**src/rtl/fetch_sequencer_if.sv**
```systemverilog
`default_nettype none
// ============================================================================
//  Module      : fetch_sequencer_if
//  Description : Instruction-memory read channel, downstream instruction
//                channel and branch-condition input of the fetch sequencer.
//  Revision    : 1.0 - initial release
// ============================================================================
interface fetch_sequencer_if;
    // instruction-memory read channel
    logic       imem_req;
    logic [7:0] imem_addr;
    logic       imem_ack;
    logic [7:0] imem_data;
    // downstream instruction channel
    logic       instr_valid;
    logic       instr_ready;
    logic [7:0] instr_out;
    // branch condition from execute
    logic       branch_take;

    modport master (
        output imem_req,
        output imem_addr,
        input  imem_ack,
        input  imem_data,
        output instr_valid,
        input  instr_ready,
        output instr_out,
        input  branch_take
    );

    modport slave (
        input  imem_req,
        input  imem_addr,
        output imem_ack,
        output imem_data,
        input  instr_valid,
        output instr_ready,
        input  instr_out,
        output branch_take
    );
endinterface
`default_nettype wire

```
**src/rtl/fetch_sequencer.sv**
```systemverilog
`default_nettype none
// ============================================================================
//  Module      : fetch_sequencer
//  Description : Fetches opcodes from instruction memory, issues non-branch
//                opcodes downstream, resolves two-byte conditional branches
//                and stops on the halt opcode.
//  Revision    : 1.0 - initial release
// ============================================================================
module fetch_sequencer #(
    parameter logic [7:0] HALT_OP = 8'hFF,
    parameter logic [3:0] BR_NIB  = 4'hB
) (
    input  wire logic        clk,
    input  wire logic        reset,
    input  wire logic        start,
    fetch_sequencer_if.master bus,
    output logic [7:0]       pc,
    output logic             halted,
    output logic [1:0]       flags
);

    typedef enum logic [2:0] {
        IDLE   = 3'd0,
        FETCH  = 3'd1,
        ISSUE  = 3'd2,
        OPER   = 3'd3,
        BRANCH = 3'd4,
        HALT   = 3'd5
    } state_t;

    state_t     state;
    state_t     state_next;
    logic [7:0] opcode;
    logic [7:0] offset;

    // 9-bit sums: bit 8 is the carry out of bit 7 that feeds the sticky flag
    logic [8:0] inc_sum;
    logic [8:0] next_sum;
    logic [8:0] tgt_sum;
    logic       backward;

    assign inc_sum  = {1'b0, pc} + 9'd1;
    assign next_sum = {1'b0, pc} + 9'd2;
    assign tgt_sum  = {1'b0, next_sum[7:0]} + {1'b0, offset};
    assign backward = (tgt_sum[7:0] < next_sum[7:0]);

    // The offered opcode is simply the latched one; it cannot move while in ISSUE
    assign bus.instr_out = opcode;
    assign halted        = (state == HALT);

    // State register
    always_ff @(posedge clk or posedge reset) begin
        if (reset) begin
            state <= IDLE;
        end else begin
            state <= state_next;
        end
    end

    // Next-state decode and handshake outputs
    always_comb begin
        state_next      = state;
        bus.imem_req    = 1'b0;
        bus.imem_addr   = pc;
        bus.instr_valid = 1'b0;
        case (state)
            IDLE: begin
                if (start) begin
                    state_next = FETCH;
                end
            end
            FETCH: begin
                bus.imem_req = 1'b1;
                if (bus.imem_ack) begin
                    if (bus.imem_data == HALT_OP) begin
                        state_next = HALT;
                    end else if (bus.imem_data[7:4] == BR_NIB) begin
                        state_next = OPER;
                    end else begin
                        state_next = ISSUE;
                    end
                end
            end
            ISSUE: begin
                bus.instr_valid = 1'b1;
                if (bus.instr_ready) begin
                    state_next = FETCH;
                end
            end
            OPER: begin
                bus.imem_req  = 1'b1;
                bus.imem_addr = inc_sum[7:0];
                if (bus.imem_ack) begin
                    state_next = BRANCH;
                end
            end
            BRANCH: begin
                state_next = FETCH;
            end
            HALT: begin
                state_next = HALT;
            end
            default: begin
                state_next = IDLE;
            end
        endcase
    end

    // Datapath: opcode/offset capture, pc update and flags
    always_ff @(posedge clk or posedge reset) begin
        if (reset) begin
            pc     <= 8'h00;
            flags  <= 2'b00;
            opcode <= 8'h00;
            offset <= 8'h00;
        end else begin
            case (state)
                FETCH: begin
                    if (bus.imem_ack) begin
                        opcode <= bus.imem_data;
                    end
                end
                ISSUE: begin
                    if (bus.instr_ready) begin
                        pc <= inc_sum[7:0];
                        if (inc_sum[8]) begin
                            flags[1] <= 1'b1;
                        end
                    end
                end
                OPER: begin
                    if (bus.imem_ack) begin
                        offset <= bus.imem_data;
                    end
                end
                BRANCH: begin
                    if (bus.branch_take) begin
                        pc       <= tgt_sum[7:0];
                        flags[1] <= flags[1] | next_sum[8] | tgt_sum[8];
                        flags[0] <= backward;
                    end else begin
                        pc       <= next_sum[7:0];
                        flags[1] <= flags[1] | next_sum[8];
                        flags[0] <= 1'b0;
                    end
                end
                default: begin
                end
            endcase
        end
    end

endmodule
`default_nettype wire

```
**src/flat_wrapper.sv**
```systemverilog
// flat-port wrapper written by rule: the top's interface ports become plain ports
module fetch_sequencer_flat 
#(
    parameter logic [7:0] HALT_OP = 8'hFF,
    parameter logic [3:0] BR_NIB  = 4'hB
)
  (clk, reset, start, pc, halted, flags, bus_imem_req, bus_imem_addr, bus_imem_ack, bus_imem_data, bus_instr_valid, bus_instr_ready, bus_instr_out, bus_branch_take);
  fetch_sequencer_if bus_i ();
  input  wire logic clk;
  input  wire logic reset;
  input  wire logic start;
  output logic [7:0] pc;
  output logic halted;
  output logic [1:0] flags;
  output wire logic [$bits(bus_i.imem_req)-1:0] bus_imem_req;
  output wire logic [$bits(bus_i.imem_addr)-1:0] bus_imem_addr;
  input wire logic [$bits(bus_i.imem_ack)-1:0] bus_imem_ack;
  input wire logic [$bits(bus_i.imem_data)-1:0] bus_imem_data;
  output wire logic [$bits(bus_i.instr_valid)-1:0] bus_instr_valid;
  input wire logic [$bits(bus_i.instr_ready)-1:0] bus_instr_ready;
  output wire logic [$bits(bus_i.instr_out)-1:0] bus_instr_out;
  input wire logic [$bits(bus_i.branch_take)-1:0] bus_branch_take;
  assign bus_imem_req = bus_i.imem_req;
  assign bus_imem_addr = bus_i.imem_addr;
  assign bus_i.imem_ack = bus_imem_ack;
  assign bus_i.imem_data = bus_imem_data;
  assign bus_instr_valid = bus_i.instr_valid;
  assign bus_i.instr_ready = bus_instr_ready;
  assign bus_instr_out = bus_i.instr_out;
  assign bus_i.branch_take = bus_branch_take;
  fetch_sequencer #(.HALT_OP(HALT_OP), .BR_NIB(BR_NIB)) u_core (.clk(clk), .reset(reset), .start(start), .bus(bus_i), .pc(pc), .halted(halted), .flags(flags));
endmodule
```
**config.mk**
```make
export PLATFORM = sky130hd
export DESIGN_NAME = fetch_sequencer_flat
export DESIGN_NICKNAME = d
export VERILOG_FILES = /design/src/rtl/fetch_sequencer_if.sv /design/src/rtl/fetch_sequencer.sv /design/src/flat_wrapper.sv
export SDC_FILE = /design/constraint.sdc
export NUM_CORES = 1
export LEC_CHECK = 0
export ABC_AREA = 0
export BUFFER_PORTS_ARGS = -buffer_cell sky130_fd_sc_hd__buf_2
export CAP_MARGIN = 10
export CORE_UTILIZATION = 30
export DETAILED_ROUTE_END_ITERATION = 16
export PLACE_DENSITY = 0.59
export SYNTH_ARGS = -nofsm -noshare
export SYNTH_HDL_FRONTEND = slang
export SYNTH_SLANG_ARGS = --single-unit
```
**constraint.sdc**
```tcl
create_clock -name clk -period 2.8 [get_ports clk]
set_input_delay 0 -clock clk [delete_from_list [all_inputs] [get_ports clk]]
set_output_delay 0 -clock clk [all_outputs]
set_load 0.02 [all_outputs]
```
After elaboration in Yosys (flattened, before gate mapping):

Cells that the tools add are included.

* word-level logic and storage cells: 49
* input port bits: 14
* flip-flop bits (word level): 29
* output and inout bits: 29

* magnitude comparators: 1
* eq/ne operators: 12
* reductions and logical operators: 8
* add/sub/neg operators: 3
* bitwise operators: 2
* mux-type cells: 17

Operators by type and width (number)
* $mux W8: 3
* $pmux W3 S6: 1
* $pmux W8 S2: 1
* $mux W3: 5
* $add A8 B1 Y9 const B: 1
* $add A8 B2 Y9 const B: 1
* $add A8 B8 Y9: 1
* $eq A8 B8 Y1 const B: 1
* $lt A8 B8 Y1: 1
* $ne A2 B2 Y1 const B: 4
* $eq A3 B2 Y1 const B: 2
* $eq A3 B3 Y1 const B: 2
* $reduce_and A2 Y1: 3
* $mux W1: 5
* $eq A4 B4 Y1 const B: 1
* $reduce_and A4 Y1: 1
* $eq A3 B1 Y1 const B: 1
* $logic_not A3 Y1: 1
* $reduce_and A3 Y1: 1
* $mux W2: 1
* $ne A2 B1 Y1 const B: 1
* $or A1 B1 Y1: 2
* $pmux W1 S2: 1
* $reduce_bool A2 Y1: 1
* $reduce_or A2 Y1: 1

Longest topological paths before layout:

Gate-level depths: netlist (run 1).

* depth after elaboration: 5
* depth in mapped cells: 14
* gate-level depth less buffers: 13

Least setup slack after synthesis (run 1):

OpenSTA, ideal clock, no wires.

* path type: reg-to-reg
* start: register u_core.pc[3]
* end: register u_core.flags[0]
* setup slack: -0.063 ns
* required time: 2.673 ns
* setup time: 0.127 ns
* arrival time: 2.736 ns
* cell stages (with the launch flop): 15
* period minus slack after synthesis: 2.863 ns
* cells stage by stage: dfrtp_1 > buf_2 > and3_1 > nand3_1 > xor2_1 > inv_1 > ha_1 > nand4_1 > a21oi_1 > a311oi_1 > xnor2_1 > ha_1 > o211ai_1 > a21oi_1 > o21ai_0

* longest elaborated chain between the ends: 4

Ends and longest elaborated chain
* start, declared: line fetch_sequencer.sv:17 `output logic [7:0] pc,`
* start signal, assigned: line fetch_sequencer.sv:125 `pc <= inc_sum[7:0];`
* start signal, assigned: line fetch_sequencer.sv:138 `pc <= tgt_sum[7:0];`
* start signal, assigned: line fetch_sequencer.sv:142 `pc <= next_sum[7:0];`
* $add A8 B2 Y9 (*): line fetch_sequencer.sv:43 `assign next_sum = {1'b0, pc} + 9'd2;`
* $add A8 B8 Y9: line fetch_sequencer.sv:44 `assign tgt_sum = {1'b0, next_sum[7:0]} + {1'b0, offset};`
* $lt A8 B8 Y1 (*): line fetch_sequencer.sv:45 `assign backward = (tgt_sum[7:0] < next_sum[7:0]);`
* $mux W2 (*): line fetch_sequencer.sv:137 `if (bus.branch_take) begin`
* end signal, assigned: line fetch_sequencer.sv:140 `flags[0] <= backward;`
* end, declared: line fetch_sequencer.sv:19 `output logic [1:0] flags`

Mark *: on every way between the ends. The rest lies on a longest branch, timed or not.
A chain may end at the register's enable or synchronous reset.

Worst setup path in the final report (run 1):

Same ends and word-level chain as after synthesis.

==> key figures, run 1 <==
Logic synthesis
  • Syn_area_per_cell: a little over 9 sq um
  • Mapped Area: about 0.0022 sq mm
  • Sequential-to-total area share from yosys stat: about a third
  • Number of synthesized flops with an enable pin: 0
  • Cells after Synth: between 200 and 250
  • Predominant post-synthesis flop cell: dfrtp_1
  • Post-Syn Nets: 271
  • Asr flop ratio synth: 100%
  • Synth cell types: 46
  • Seq cells post-synth: 29
  • Yosys warnings: 0

Layout
  • Ant. Diodes: 0
  • Area grow syn2layout: 29.6%
  • Commonest cells after routing, fill and taps aside: buf_2 (42), dfrtp_1 (27), buf_4 (20), nand2_1 (18), mux2_2 (18)
  • NumNets Final: between 300 and 400
  • Multi-input logic area: ~0.0014 sq mm
  • Reg area: about 730 sq um
  • Commonest non-fill, non-tap cell in the layout: buf_2
  • Fill count: approximately 700
  • Layout cells sized above 1: ~34%

Critical path
  • CP Class: flop to flop
  • Critical path cell sequence: and3_1 > nand3_1 > xor2_2 > inv_1 > ha_1 > a21o_1 > a311oi_2 > xnor2_1 > ha_1 > o211ai_1 > a21oi_1 > o21ai_0
  • CP most frequent cell: ha_1
  • Crit path DAT: 2810 ps
  • Largest stage delay, worst path: between 300 and 400 ps
  • Critical path capture point type: flop
  • CP top delay family: compound AO/OA/AOI/OAI gates
  • Critical-path top delay cell: dfrtp_1
  • Worst Setup SP: u_core.pc[3]$_DFFE_PP0P_
  • Reg2reg start: u_core.pc[3]$_DFFE_PP0P_
  • CP max FO: 4
  • Crit start category: flop
  • Required @ worst endpoint: a little under 3000 ps
  • Worst Path Buf+Inv: 1

Floorplanning
  • Core area: approximately 0.0069 sq mm
  • Initial Utilization: 31.9%
  • Die Ht: 87.9 um
  • Boundary Pins: 43
  • Die area: ~0.0077 sq mm
  • Chip width: slightly below 90 um
  • Cell Rows: 30

Global routing
  • First-pass GRT wire length: 9280 um
  • Total congestion overflow: 0
  • Vias in the first global route: about 1900
  • Pin count of the biggest net entering global routing: 30
  • Initial antenna violation count: 0
  • Total GRT Usage: 16.0%

STA
  • Final setup fails: 0
  • Worst slew pin tran: just under 600 ps
  • Highest clock rate: approximately 380 MHz
  • Slew Viols, Final: 0
  • Unrepaired setup endpoints after global routing: false
  • Final Hold Fails: 0
  • Fin crit share: 93.9%
  • Post-route minimum period: between 2000 and 3000 ps
  • Post-route setup TNS: 0 ps
  • Rel. slew slack: approximately 60%
  • Clock skew: 6.55 ps

Route
  • Drt first-iter violations: 94
  • Vias per cell: about 5
  • WL final: 5800 um
  • Post-DRT Antenna Nets: 0
  • DRT Pass-1 Iters: 4
  • Drt drc: 0
  • Vias: roughly 2000
  • WL/cell: between 10 and 15 um

Job
  • Max-cap viol count: 0

Clock tree
  • Clk_lat worst skew: ~300 ps
  • Clk sink count: 29
  • Clock Path Buffers: 2
  • Total CTS buffers: 5
  • Worst-path clk slew: roughly 70 ps
  • CTS tree: done
  • Htree depth: 2
  • Root Driver: clkbuf_8

Place
  • HPWL after DPL: 4400 um
  • IO buf count: 42
  • GP Congestion: 0.887

Worst hold path
  • Hold_sp: bus_imem_ack
  • HP Class: primary input to flop

Run status
  • Outcome: completed
## final timing paths
kind                                                        to  slack (ps)  cells after the start
max                                u_core.flags[0]$_DFFE_PP0P_         170                     12
max reg2reg                        u_core.flags[0]$_DFFE_PP0P_         170                     12
max in group asynchronous             u_core.pc[1]$_DFFE_PP0P_        2160                      4
min                                u_core.state[1]$_DFFE_PP0P_         100                      3
min reg2reg                        u_core.flags[0]$_DFFE_PP0P_         480                      2
min in group asynchronous  u_core.bus.instr_out[6]$_DFFE_PP0P_         320                      4
## synth_stat cells, drive strengths merged (2+ instances only)
library cell,count,area share (%)
a211oi,2,0.68
a21o,4,1.4
a21oi,18,4.2
a311oi,2,0.79
a31o,2,0.79
a31oi,4,1.1
and2,2,0.57
and3,2,0.57
buf,7,2.4
clkbuf,6,1.0
dfrtp,29,33
ha,18,10
inv,9,1.5
mux2,18,9.2
mux2i,2,0.90
nand2,18,3.1
nand2b,3,0.85
nand3,13,2.9
nand4,2,0.57
nor2,17,3.2
nor2b,4,1.1
nor3,5,1.1
nor3b,3,1.2
o211ai,3,1.0
o21a,4,1.4
o21ai,10,2.3
xnor2,10,4.0
xor2,8,3.2
## sequential cells by signal, indices dropped and copies added (netlist names)
register              flops
u_core.pc                 8
u_core.offset             8
u_core.flags              2
u_core.bus.instr_out      8
u_core.state              3
## what timing repair did
item / in CTS / in global routing
setup endpoints to repair: 0 / 1
hold buffers: 9 / 0
buffers inserted: 0 / 3
gates resized for setup: 0 / 7
endpoints found under the hold margin: 45 / 0
## cell families (layout without fill, tap and decap cells)
group	Yosys count	in the layout	synth area share, %
simple gates	75	75	18.0
xor+xnor	18	18	7.12
flops	29	29	32.8
fa+ha+maj	19	19	11.1
mux	20	20	10.1
buf+inv	22	88	4.97
compound gates	55	55	16.0
## routing by layer
metal,global-route usage [%],wire [um]
met1,21.4,2790
met2,25.5,2640
met5,0,0
met4,6.26,77
met3,2.92,286
## per-stage QoR
step	std cells	hold WS [ps]	util [%]	worst slack, ps	area [sq um]
final	400	100	41.3	170	2870
after global routing	400	152	41.3	18.8	2870
after CTS	397	91.7	40.5	83.2	2810
after floorplan	238	78.1	-	4.58	2220
after global placement	380	97.6	37.5	102	2600
after detailed placement	380	101	37.5	111	2600
## final cells by class
class | count | area share, %
timing repair buffer | 71 | 15.7
multi-input combinational | 187 | 49.4
tap | 96 | 4.19
sequential | 29 | 25.4
inverter | 9 | 1.18
clock buffer | 6 | 2.88
clock inverter | 2 | 1.31
## worst register-to-register path: stages (launching register included)
cell and delay [ps]:
dfrtp_1 390, and3_1 190, nand3_1 140, xor2_2 230, inv_1 70, ha_1 300, a21o_1 200, a311oi_2 290
xnor2_1 110, ha_1 300, o211ai_1 80, a21oi_1 130, o21ai_0 100
Power of run 1 is left out: the tool's default activity adds up to more than one toggle a clock period on the data nets, which glitch-free logic cannot reach.
==> run 2: changes to the inputs <==
--- a/config.mk
+++ b/config.mk
@@ -10,7 +10,7 @@
 export CAP_MARGIN = 10
 export CORE_UTILIZATION = 30
 export DETAILED_ROUTE_END_ITERATION = 16
-export PLACE_DENSITY = 0.59
+export PLACE_DENSITY = 0.52
 export SYNTH_ARGS = -nofsm -noshare
 export SYNTH_HDL_FRONTEND = slang
 export SYNTH_SLANG_ARGS = --single-unit
==> run 2 against run 1 <==
  * Register-to-register slack got worse by 20 ps
  * Sequential share of layout area decreased by 0.37 points
  * Setup slack got worse by 25 ps
  * Wire length decreased by 0.21%
  * Die area unchanged
  * Hold slack got worse by 95 ps
  * First-iteration DRC count increased by 29%
  * Via count increased by 0.90%
==> key figures, run 2 (synthesis results as in run 1) <==
STA
  • Worst slew pin tran: 605 ps (+11.3 ps)
  • Post-route setup TNS: 0 ps (unchanged)
  • Final setup fails: 0 (unchanged)
  • Hold_ws: 5.42 ps (-94.6 ps)
  • Post-route minimum period: 2650 ps (+24.8 ps)
  • Final worst slack: 145 ps (-24.8 ps)
  • Final Hold Fails: 0 (unchanged)
  • Highest clock rate: 377 MHz (-0.93%)
  • Fin crit share: 94.8% (+0.88 points)
  • Slew Viols, Final: 0 (unchanged)
  • Rel. slew slack: 59.7% (-0.76 points)
  • Clock skew: 6.04 ps (-0.517 ps)
  • Unrepaired setup endpoints after global routing: false

Critical path
  • Critical-path top delay cell: dfrtp_2
  • Critical Path Stages: 13 (+1)
  • CP Class: flop to flop
  • Crit path DAT: 2820 ps (about the same)
  • Critical path cell sequence: buf_4 > nand3_1 > xor2_1 > inv_1 > ha_4 > nand4_1 > a21oi_1 > a311oi_4 > xnor2_1 > ha_1 > o211ai_1 > a21oi_1 > o21ai_0
  • Critical path capture point type: flop
  • CP top delay family: compound AO/OA/AOI/OAI gates
  • Crit start category: flop
  • CP max FO: 7 (+3)
  • Required @ worst endpoint: 2970 ps (about the same)
  • Worst r2r path cells: 13 (+1)
  • Worst Path Buf+Inv: 2 (+1)
  • Largest stage delay, worst path: 460 ps (+70 ps)
  • CP most frequent cell: a21oi_1

Run status
  • Outcome: completed

Floorplanning
  • Core area: 0.00694 sq mm (unchanged)
  • Boundary Pins: 43 (unchanged)
  • Die Ht: 87.9 um (unchanged)
  • Die area: 0.00773 sq mm (unchanged)
  • Chip width: 87.9 um (unchanged)
  • Initial Utilization: 31.9% (unchanged)
  • Cell Rows: 30 (unchanged)

Layout
  • Commonest cells after routing, fill and taps aside: buf_2 (42), dfrtp_1 (26), buf_4 (20), nand2_1 (18), mux2_2 (18)
  • Final Core Density: 42.0% (+0.68 points)
  • Ant. Diodes: 0 (unchanged)
  • NumNets Final: 335 (-0.30%)
  • Fill count: 713 (+1.7%)
  • Layout cells sized above 1: 35.3% (+1.8 points)
  • Commonest non-fill, non-tap cell in the layout: buf_2
  • Area grow syn2layout: 31.8%

Clock tree
  • Clock Path Buffers: 2 (unchanged)
  • Htree depth: 2 (unchanged)
  • Total CTS buffers: 5 (unchanged)
  • Clk sink count: 29 (unchanged)
  • Worst-path clk slew: 70 ps (about the same)
  • Root Driver: clkbuf_8
  • CTS tree: done
  • Clk_lat worst skew: 290 ps (about the same)

Global routing
  • Initial antenna violation count: 0 (unchanged)
  • Pin count of the biggest net entering global routing: 30 (unchanged)
  • Total GRT Usage: 16.0% (+0.053 points)
  • First-pass GRT wire length: 9430 um (+1.6%)
  • Vias in the first global route: 1949 (+2.3%)
  • Total congestion overflow: 0 (unchanged)

Place
  • IO buf count: 42 (unchanged)
  • HPWL after DPL: 4380 um (-0.45%)
  • Dpl ws: -64.7 ps (-175 ps)
  • GP Congestion: 0.875 (-1.3%)

Job
  • Max-cap viol count: 0 (unchanged)

Worst hold path
  • HP Class: primary input to flop
  • Hold Path Stages: 2 (-1)

Route
  • Post-DRT Antenna Nets: 0 (unchanged)
  • DRT Pass-1 Iters: 4 (unchanged)
  • Vias per cell: 5.06 (+1.2%)
  • WL/cell: 14.5 um (about the same)
  • Drt first-iter violations: 121 (+29%)
  • WL final: 5780 um (-0.21%)
  • Vias: 2019 (+0.90%)
  • Drt drc: 0 (unchanged)
==> run 2: cell count changes in the layout (fill, tap and decap cells not counted), sizes merged <==
cell         before  now
dlygate4sd3       9    8
==> run 2: path summary, 6_finish.rpt <==
check / slack (ps) / start / endpoint
hold / removal: 5 / bus_imem_data[6] / u_core.bus.instr_out[6]$_DFFE_PP0P_
max in group asynchronous: 2160 / reset / u_core.pc[3]$_DFFE_PP0P_
setup / recovery: 150 / u_core.pc[2]$_DFFE_PP0P_ / u_core.flags[0]$_DFFE_PP0P_
min in group asynchronous: 330 / reset / u_core.bus.instr_out[2]$_DFFE_PP0P_
hold reg to reg: 480 / u_core.flags[0]$_DFFE_PP0P_ / u_core.flags[0]$_DFFE_PP0P_
setup reg to reg: 150 / u_core.pc[2]$_DFFE_PP0P_ / u_core.flags[0]$_DFFE_PP0P_
==> run 2: timing repair <==
item / CTS / global route
setup endpoints to repair: 1 / 2
resized for setup: 2 / 13
pin swaps: 0 / 6
setup buffers: 0 / 5
endpoints found under the hold margin: 43 / 0
hold buffers: 8 / 0
==> run 2: through the flow <==
stage	cells	instance area [sq um]
global placement	378	2590
CTS	394	2800
floorplan	238	2220
detailed placement	378	2590
finish	399	2920
global route	399	2920
==> run 2: area by class of cell <==
cell class | count | area (sq um) | share of cell area [%]
Clock inverter | 2 | 37.5 | 1.29
Timing Repair Buffer | 70 | 440 | 15.1
Multi-Input combinational cell | 187 | 1470 | 50.5
Sequential cell | 29 | 729 | 25.0
Inverter | 9 | 33.8 | 1.16
Clock buffer | 6 | 82.6 | 2.83
Tap cell | 96 | 120 | 4.12
==> run 2: metal layers <==
| layer | track usage (%) | part of all wire (%) | vias up |
|---|---|---|---|
| met5 | 0 | 0 | - |
| met4 | 4.92 | 1.7 | 0 |
| met3 | 3.02 | 5.6 | 7 |
| met2 | 26.4 | 47 | 63 |
| met1 | 21.3 | 46 | 967 |
| li1 | - | - | 982 |
Power of run 2 is left out for the same reason.
==> run 3: changes to the inputs <==
--- a/config.mk
+++ b/config.mk
@@ -11,6 +11,7 @@
 export CORE_UTILIZATION = 30
 export DETAILED_ROUTE_END_ITERATION = 16
 export PLACE_DENSITY = 0.52
+export REMOVE_ABC_BUFFERS = 1
 export SYNTH_ARGS = -nofsm -noshare
 export SYNTH_HDL_FRONTEND = slang
 export SYNTH_SLANG_ARGS = --single-unit
==> run 3 against run 2 <==
  * Wire length rose by 3.0%
  * Setup slack improved by 6.2 ps
  * Die area did not move
  * Final area fell by 1.6%
  * Final cell count did not move
  * Critical path depth fell by 1
  * Via count fell by 1.9%
  * Global-route usage rose by 0.68 points
  * Fmax rose by 0.23%
  * Hold slack improved by 110 ps
==> key figures, run 3 (synthesis results as in run 1) <==
Run status
  • Outcome: completed

Place
  • HPWL after DPL: 4440 um (+1.3%)
  • GP Congestion: 0.878 (+0.35%)
  • IO buf count: 42 (unchanged)

STA
  • Fin crit share: 94.6% (-0.22 points)
  • Post-route minimum period: 2650 ps (-6.23 ps)
  • Worst slew pin tran: 597 ps (-7.89 ps)
  • Final setup fails: 0 (unchanged)
  • Highest clock rate: 378 MHz (+0.23%)
  • Clock skew: 5.04 ps (-0.999 ps)
  • Rel. slew slack: 60.2% (+0.53 points)
  • Final Hold Fails: 0 (unchanged)
  • Slew Viols, Final: 0 (unchanged)

Global routing
  • Pin count of the biggest net entering global routing: 30 (unchanged)
  • Total GRT Usage: 16.7% (+0.68 points)
  • First-pass GRT wire length: 9720 um (+3.1%)
  • Initial antenna violation count: 0 (unchanged)
  • Total congestion overflow: 0 (unchanged)
  • Vias in the first global route: 1936 (-0.67%)

Critical path
  • Reg2reg start: u_core.pc[3]$_DFFE_PP0P_
  • Critical path cell sequence: and3_1 > nand3_1 > xor2_2 > inv_1 > ha_2 > a21o_1 > a311oi_2 > xnor2_1 > ha_1 > o211ai_1 > a21oi_1 > o21ai_0
  • Crit start category: flop
  • Critical-path top delay cell: dfrtp_1
  • Crit path DAT: 2820 ps (about the same)
  • Critical path capture point type: flop
  • Required @ worst endpoint: 2970 ps (about the same)
  • Largest stage delay, worst path: 430 ps (-30 ps)
  • Worst Path Buf+Inv: 1 (-1)
  • CP Class: flop to flop
  • Worst Setup SP: u_core.pc[3]$_DFFE_PP0P_
  • CP top delay family: compound AO/OA/AOI/OAI gates
  • CP max FO: 5 (-2)

Worst hold path
  • Hold_sp: bus_imem_ack
  • HP Class: primary input to flop

Layout
  • Final Core Density: 41.3% (-0.68 points)
  • Commonest non-fill, non-tap cell in the layout: buf_2
  • Area grow syn2layout: 29.6%
  • Ant. Diodes: 0 (unchanged)
  • Commonest cells after routing, fill and taps aside: buf_2 (42), dfrtp_1 (27), buf_4 (19), nand2_1 (18), mux2_2 (18)
  • NumNets Final: 335 (unchanged)
  • Layout cells sized above 1: 34.0% (-1.3 points)

Route
  • Drt drc: 0 (unchanged)
  • Drt first-iter violations: 140 (+16%)
  • WL final: 5960 um (+3.0%)
  • Vias per cell: 4.96 (-1.9%)
  • DRT Pass-1 Iters: 4 (unchanged)
  • WL/cell: 14.9 um (+3.0%)
  • Post-DRT Antenna Nets: 0 (unchanged)
  • Vias: 1980 (-1.9%)

Clock tree
  • Total CTS buffers: 5 (unchanged)
  • Root Driver: clkbuf_8
  • Htree depth: 2 (unchanged)
  • CTS tree: done
  • Worst-path clk slew: 70 ps (about the same)
  • Clk_lat worst skew: 290 ps (about the same)
  • Clk sink count: 29 (unchanged)
  • Clock Path Buffers: 2 (unchanged)

Job
  • Max-cap viol count: 0 (unchanged)

Floorplanning
  • Die area: 0.00773 sq mm (unchanged)
  • Chip width: 87.9 um (unchanged)
  • Core area: 0.00694 sq mm (unchanged)
  • Initial Utilization: 31.9% (unchanged)
  • Boundary Pins: 43 (unchanged)
  • Cell Rows: 30 (unchanged)
  • Die Ht: 87.9 um (unchanged)
==> run 3: area by class of cell <==
type	instances	area (sq um)
clock buffers	6	82.6
clock inverters	2	37.5
fillers	704	4080
inverters	9	33.8
multi-input cells	187	1420
flip-flops and latches	29	728
well taps	96	120
repair buffers	70	443
==> run 3: timing repair <==
| item | CTS | global route |
|---|---|---|
| hold endpoints to repair | 44 | 0 |
| resized for setup | 1 | 9 |
| setup endpoints to repair | 1 | 1 |
| setup buffers | 0 | 5 |
| hold buffers | 9 | 0 |
| pin swaps | 0 | 2 |
==> run 3: tightest hold or removal path, delay by kind of cell <==
family | cells | cell delay [ps]
AOI/OAI and AO/OA | 1 | 80
muxes | 1 | 150
buffers and inverters | 1 | 130
==> run 3: path summary, 6_finish.rpt <==
| check | slack [ps] | cells after the start | end |
|---|---|---|---|
| worst max-delay path | 150 | 12 | u_core.flags[0]$_DFFE_PP0P_ |
| worst min-delay path | 110 | 3 | u_core.state[1]$_DFFE_PP0P_ |
| worst max register to register | 150 | 12 | u_core.flags[0]$_DFFE_PP0P_ |
| worst min register to register | 480 | 2 | u_core.flags[0]$_DFFE_PP0P_ |
| max in group asynchronous | 2180 | 4 | u_core.pc[1]$_DFFE_PP0P_ |
| min in group asynchronous | 320 | 4 | u_core.pc[0]$_DFFE_PP0P_ |
==> run 3: metrics by stage <==
| step | cell area [sq um] | std cells | hold slack (ps) | TNS (ps) | setup slack [ps] |
|---|---|---|---|---|---|
| after floorplan | 2140 | 225 | 78.1 | -43.3 | -43.3 |
| after global placement | 2570 | 377 | 106 | 0 | 20.6 |
| after detailed placement | 2570 | 377 | 103 | -42.5 | -42.5 |
| after CTS | 2790 | 394 | 100 | 0 | 12.4 |
| after global routing | 2870 | 399 | 113 | -22.4 | -22.4 |
| final | 2870 | 399 | 111 | 0 | 152 |
==> run 3: per-layer routing <==
| metal | vias up | track usage [%] | wire length [um] |
|---|---|---|---|
| met3 | 8 | 2.92 | 246 |
| li1 | 977 | - | - |
| met5 | - | 0 | 0 |
| met4 | 0 | 5.07 | 72 |
| met1 | 944 | 23.1 | 2890 |
| met2 | 51 | 26.6 | 2740 |
Power of run 3 is left out for the same reason.
